--- config.mk ---
export PLATFORM = sky130hd
export DESIGN_NAME = decoder_scan_n
export DESIGN_NICKNAME = d
export VERILOG_FILES = /design/src/rtl/decoder_pkg.sv /design/src/rtl/decoder_scan_n_tick_gen.sv /design/src/rtl/decoder_scan_n.sv
export SDC_FILE = /design/constraint.sdc
export NUM_CORES = 1
export LEC_CHECK = 0
export BUFFER_PORTS_ARGS = -buffer_cell sky130_fd_sc_hd__buf_4
export CAP_MARGIN = 20
export CORE_MARGIN = 2
export CORE_UTILIZATION = 60
export DETAILED_ROUTE_END_ITERATION = 8
export PLACE_DENSITY = 0.82
export REMOVE_ABC_BUFFERS = 1
export SYNTH_ARGS = -nofsm -noshare
export SYNTH_HDL_FRONTEND = slang
export SYNTH_SLANG_ARGS = --single-unit
--- constraint.sdc ---
create_clock -name clk -period 4.8 [get_ports clk]
set_clock_uncertainty 0.15 [all_clocks]
set_input_delay 0.96 -clock clk [delete_from_list [all_inputs] [get_ports clk]]
set_output_delay 0.96 -clock clk [all_outputs]
set_load 0.02 [all_outputs]
--- src/rtl/decoder_pkg.sv ---
// Shared definitions for the scanning one-hot LED decoder: mode encodings,
// FSM state enum and the one-hot decode helper.
package decoder_pkg;

  localparam int unsigned MODE_W = 2;

  localparam logic [MODE_W-1:0] MODE_DIRECT  = 2'b00;
  localparam logic [MODE_W-1:0] MODE_SCAN_UP = 2'b01;
  localparam logic [MODE_W-1:0] MODE_SCAN_DN = 2'b10;
  localparam logic [MODE_W-1:0] MODE_HOLD    = 2'b11;

  typedef enum logic [2:0] {
    ST_OFF     = 3'd0,
    ST_DIRECT  = 3'd1,
    ST_SCAN_UP = 3'd2,
    ST_SCAN_DN = 3'd3,
    ST_HOLD    = 3'd4
  } state_e;

  // The helper works on the widest supported index; callers truncate the
  // result to their own output width. Selects wider than 8 bits are not
  // supported by this helper.
  localparam int unsigned DEC_MAX_SEL_W = 8;
  localparam int unsigned DEC_MAX_OUT_W = 256;

  // Exactly one bit differs from the rest for every index value.
  function automatic logic [DEC_MAX_OUT_W-1:0] onehot_decode(
    input logic [DEC_MAX_SEL_W-1:0] idx,
    input logic                     active_low
  );
    logic [DEC_MAX_OUT_W-1:0] v;
    v      = '0;
    v[idx] = 1'b1;
    return active_low ? ~v : v;
  endfunction

  // Maps the mode pins to the state used while the block is enabled.
  function automatic state_e mode_to_state(input logic [MODE_W-1:0] mode);
    state_e s;
    case (mode)
      MODE_DIRECT:  s = ST_DIRECT;
      MODE_SCAN_UP: s = ST_SCAN_UP;
      MODE_SCAN_DN: s = ST_SCAN_DN;
      default:      s = ST_HOLD;
    endcase
    return s;
  endfunction

endpackage

--- src/rtl/decoder_scan_n_tick_gen.sv ---
// Prescaler producing a one-cycle step strobe every DIV clocks while running.
// Ports:
//   clk   - system clock, rising edge
//   rst   - asynchronous active-high reset
//   clear - restart the count at 0 (has priority over run, suppresses tick)
//   run   - advance the count this cycle
//   tick  - combinational strobe: count is at DIV-1 and advancing
module tick_gen #(
  parameter int unsigned DIV = 50000000
) (
  input  logic clk,
  input  logic rst,
  input  logic clear,
  input  logic run,
  output logic tick
);

  localparam int unsigned CNT_W = (DIV > 1) ? $clog2(DIV) : 1;
  localparam logic [CNT_W-1:0] CNT_LAST = CNT_W'(DIV - 1);

  logic [CNT_W-1:0] cnt_q;
  logic [CNT_W-1:0] cnt_d;
  logic             at_last;

  assign at_last = (cnt_q == CNT_LAST);
  assign tick    = run & ~clear & at_last;

  // Next count: clear wins, otherwise wrap at DIV-1 while running.
  always_comb begin
    cnt_d = cnt_q;
    if (clear) begin
      cnt_d = '0;
    end else if (run) begin
      cnt_d = at_last ? '0 : cnt_q + CNT_W'(1);
    end
  end

  always_ff @(posedge clk or posedge rst) begin
    if (rst) begin
      cnt_q <= '0;
    end else begin
      cnt_q <= cnt_d;
    end
  end

endmodule

--- src/rtl/decoder_scan_n.sv ---
// SEL_W-to-2^SEL_W one-hot LED decoder with registered outputs, enable
// pattern gating, selectable polarity, and prescaled up/down scan and hold
// modes.
// Ports:
//   clk    - system clock, rising edge
//   rst    - asynchronous active-high reset
//   enable - block active only when equal to EN_PATTERN
//   switch - select index used in DIRECT mode
//   mode   - 00 DIRECT, 01 SCAN_UP, 10 SCAN_DN, 11 HOLD
//   led    - registered decoded output
//   pos    - registered current index
module decoder_scan_n
  import decoder_pkg::*;
#(
  parameter int unsigned           SEL_W      = 3,
  parameter int unsigned           EN_W       = 3,
  parameter logic [EN_W-1:0]       EN_PATTERN = EN_W'(4),
  parameter bit                    ACTIVE_LOW = 1'b1,
  parameter int unsigned           DIV        = 50000000,
  localparam int unsigned          OUT_W      = 2 ** SEL_W
) (
  input  logic              clk,
  input  logic              rst,
  input  logic [EN_W-1:0]   enable,
  input  logic [SEL_W-1:0]  switch,
  input  logic [MODE_W-1:0] mode,
  output logic [OUT_W-1:0]  led,
  output logic [SEL_W-1:0]  pos
);

  localparam logic [OUT_W-1:0] LED_OFF = ACTIVE_LOW ? {OUT_W{1'b1}} : {OUT_W{1'b0}};

  state_e             state_q;
  state_e             state_d;
  logic [SEL_W-1:0]   pos_q;
  logic [SEL_W-1:0]   pos_d;
  logic [OUT_W-1:0]   led_q;
  logic [OUT_W-1:0]   led_d;
  logic               presc_clear;
  logic               presc_run;
  logic               step;

  function automatic logic [OUT_W-1:0] decode(input logic [SEL_W-1:0] idx);
    return OUT_W'(onehot_decode(DEC_MAX_SEL_W'(idx), ACTIVE_LOW));
  endfunction

  // State is resolved from the pins every cycle; any transition is legal.
  always_comb begin
    state_d = ST_OFF;
    if (enable == EN_PATTERN) begin
      state_d = mode_to_state(mode);
    end
  end

  // Prescaler restarts on every state change so the first scan step lands
  // exactly DIV cycles after entering a scan state.
  assign presc_clear = (state_d != state_q);
  assign presc_run   = (state_d == ST_SCAN_UP) || (state_d == ST_SCAN_DN);

  tick_gen #(
    .DIV (DIV)
  ) u_tick_gen (
    .clk   (clk),
    .rst   (rst),
    .clear (presc_clear),
    .run   (presc_run),
    .tick  (step)
  );

  // Outputs follow the state being entered on this edge, so re-enabling
  // from OFF shows the decoded index immediately.
  always_comb begin
    pos_d = pos_q;
    led_d = led_q;
    case (state_d)
      ST_DIRECT:  pos_d = switch;
      ST_SCAN_UP: if (step) pos_d = pos_q + SEL_W'(1);
      ST_SCAN_DN: if (step) pos_d = pos_q - SEL_W'(1);
      default:    pos_d = pos_q;
    endcase
    // HOLD re-decodes the frozen pos, which matches led unless coming from OFF.
    if (state_d == ST_OFF) begin
      led_d = LED_OFF;
    end else begin
      led_d = decode(pos_d);
    end
  end

  always_ff @(posedge clk or posedge rst) begin
    if (rst) begin
      state_q <= ST_OFF;
      pos_q   <= '0;
      led_q   <= LED_OFF;
    end else begin
      state_q <= state_d;
      pos_q   <= pos_d;
      led_q   <= led_d;
    end
  end

  assign led = led_q;
  assign pos = pos_q;

endmodule

==> flow_metrics.tcl <==
set metrics [dict create \
    core_area_mm2 0.00406 \
    relSlewSlack 0.415 \
    fmax_mhz 311 \
    synth-edff-count 0 \
    yosysSeqAreaShare 0.395 \
    drive_gt1_frac 0.202 \
    path_class "in2reg" \
    worst_slew_pin_slew_ns 0.878 \
    rsz0062_at_grt "false" \
    cts_hold_buf 0 \
    min_path_type "reg2reg" \
    clkTransAtPathRegs_ns 0.08 \
    critPathCaptureType "flop" \
    maxCapViolations 0 \
    power.total_uw 722 \
    ctsRootBufferMaster "clkbuf_8" \
    wl_per_cell_um 15.8 \
    drt_pass1_iterations 5 \
    post-dp-hpwl_mm 3.83 \
    syn2layout_area_growth_pct 8.80 \
    syn_avg_cell_area_um2 9.34 \
    numPortBuffers 20 \
    clk_latency_ns 0.30 \
    vdd_drop_max_mv 0.158 \
    cts_made_buffers 5 \
    setup_ws_ns 1.59 \
    synthesis.area_mm2 0.00256 \
    drc_errors 0 \
    grt_max_degree 41 \
    period_share 0.669 \
    finalCriticalPeriod_ns 3.21 \
    hold_slack_ns 0.349 \
    initial_core_util 0.631 \
    worst-endpoint-required_ns 4.87 \
    fin_tns_setup_ns 0 \
    fillers 331 \
    cts.path.max_buffers 2 \
    antenna_found_initial 0 \
    num_rows 23 \
    yosys_warnings 0 \
    finalHoldViolCount 0 \
    ys_types 58 \
    ant_nets 0 \
    post_cts_buffers 0 \
    dr_total_vias 2150 \
    cp.arrival_ns 3.28 \
    wirelength_mm 5.41 \
    grt_pass1_wl_mm 9.45 \
    die_w_um 69.3 \
    final-setup-viol-count 0 \
    post-place-ws_ns 1.34 \
    critPathMaxFanout 23 \
    cts_resized 0 \
    antenna_cells 0 \
    async_reset_ff_frac 1.00 \
    overflow 0 \
    syn_inst 274 \
    ys.flop_type "dfrtp_1" \
    nets 307 \
    grtUsageTotal 0.241 \
    p_per_area_mw_per_mm2 259 \
    via_per_inst 6.29 \
    final_max_slew_viol_count 0 \
    grt_pass1_vias 2006 \
    drt_iter0_markers 191 \
    leakage_nw 1.19 \
    cts_tree "done" \
    status "finished, final reports clean" \
    cts_sinks 40 \
    start_kind "primary input" \
    die_h_um 69.3 \
    die_area_mm2 0.00481 \
    placed_area_mm2 0.00270 \
    fin_area_mm2 0.00279 \
    globalplace.congestion 0.857 \
    h-tree-depth 2 \
    ys_seq_elements 40 \
    num_io_pins 21 \
]
stage by stage:
step | util | std cells
floorplan | - | 263
global placement | 0.666 | 334
detailed placement | 0.666 | 334
CTS | 0.686 | 342
global route | 0.686 | 342
finish | 0.686 | 342
synthesized netlist by cell type, drive strengths merged (7+ instances only):
cell type | n | share of area
o21ai | 34 | 0.066
a31oi | 7 | 0.023
xnor2 | 8 | 0.027
inv | 16 | 0.023
dfstp | 8 | 0.082
nor3 | 13 | 0.034
buf | 9 | 0.027
nand2 | 22 | 0.033
nand3 | 19 | 0.037
and3 | 10 | 0.026
a21oi | 8 | 0.016
nor2 | 14 | 0.033
dfrtp | 32 | 0.31
nand4 | 10 | 0.027
cell usage in the layout, fill, tap and decap left out, types with 9 or more instances in the layout:
| cell | instances |
|---|---|
| nor2_1 | 11 |
| nor3_1 | 11 |
| o21ai_1 | 17 |
| dfrtp_1 | 32 |
| inv_1 | 16 |
| nand3_1 | 19 |
| nand4_1 | 9 |
| buf_4 | 21 |
| nand2_1 | 21 |
| o21ai_0 | 17 |
registers in the layout, summed over array words and instances, names as in the netlist:
register and flops:
pos 3, state_q 3, led 8, u_tick_gen.cnt_q 26
logic make-up (layout without fill, tap and decap cells):
| kind of cell | count (synthesis) | count (layout) | share of synthesized area |
|---|---|---|---|
| XOR/XNOR | 8 | 8 | 0.0274 |
| flip-flops | 40 | 40 | 0.395 |
| multiplexers | 6 | 6 | 0.0249 |
| buffers and inverters | 27 | 45 | 0.0533 |
| AO/OA/AOI/OAI | 69 | 69 | 0.177 |
| AND/OR/NAND/NOR | 118 | 118 | 0.293 |
| adder cells (fa/ha/maj) | 6 | 6 | 0.0293 |
worst paths after layout:
| kind | from | to | slack, ns | depth (start not counted) |
|---|---|---|---|---|
| worst min-delay path | u_tick_gen.cnt_q[15] | u_tick_gen.cnt_q[15] | 0.35 | 1 |
| max in group asynchronous | rst | led[3] | 3.51 | 3 |
| min in group asynchronous | rst | u_tick_gen.cnt_q[23] | 0.63 | 3 |
| worst max register to register | u_tick_gen.cnt_q[0] | led[1] | 2.19 | 7 |
| worst min register to register | u_tick_gen.cnt_q[15] | u_tick_gen.cnt_q[15] | 0.35 | 1 |
| worst max-delay path | mode[0] | u_tick_gen.cnt_q[24] | 1.59 | 9 |
cell type report:
cell class,instances,area (um2),area share
clock inverter,1,5.00,0.00180
inverter,16,60.1,0.0216
timing repair buffer,21,158,0.0566
tap,50,62.6,0.0225
multi-input combinational,207,1410,0.507
clock buffer,7,76.3,0.0274
sequential,40,1010,0.363
routing by layer:
metal	track usage	up-vias	part of all wire
li1	-	1046	-
met5	0	-	0
met4	0.0806	0	0.015
met2	0.371	70	0.45
met3	0.0494	7	0.068
met1	0.340	1027	0.47
report_power, final:
group / internal [mW] / switching (mW) / total [mW]
combinational: 0.0557 / 0.0876 / 0.143
sequential: 0.348 / 0.0156 / 0.364
clock: 0.102 / 0.113 / 0.215
total: 0.506 / 0.216 / 0.722
worst max-delay path: stages:
cell,delay [ns]
buf_4,0.08
inv_1,0.05
ha_1,0.43
nand4bb_1,0.22
nor2_1,0.26
nand2b_1,0.35
nor2_4,0.56
a31oi_1,0.18
a31oi_1,0.18
Power figures use the tool's default switching activity.
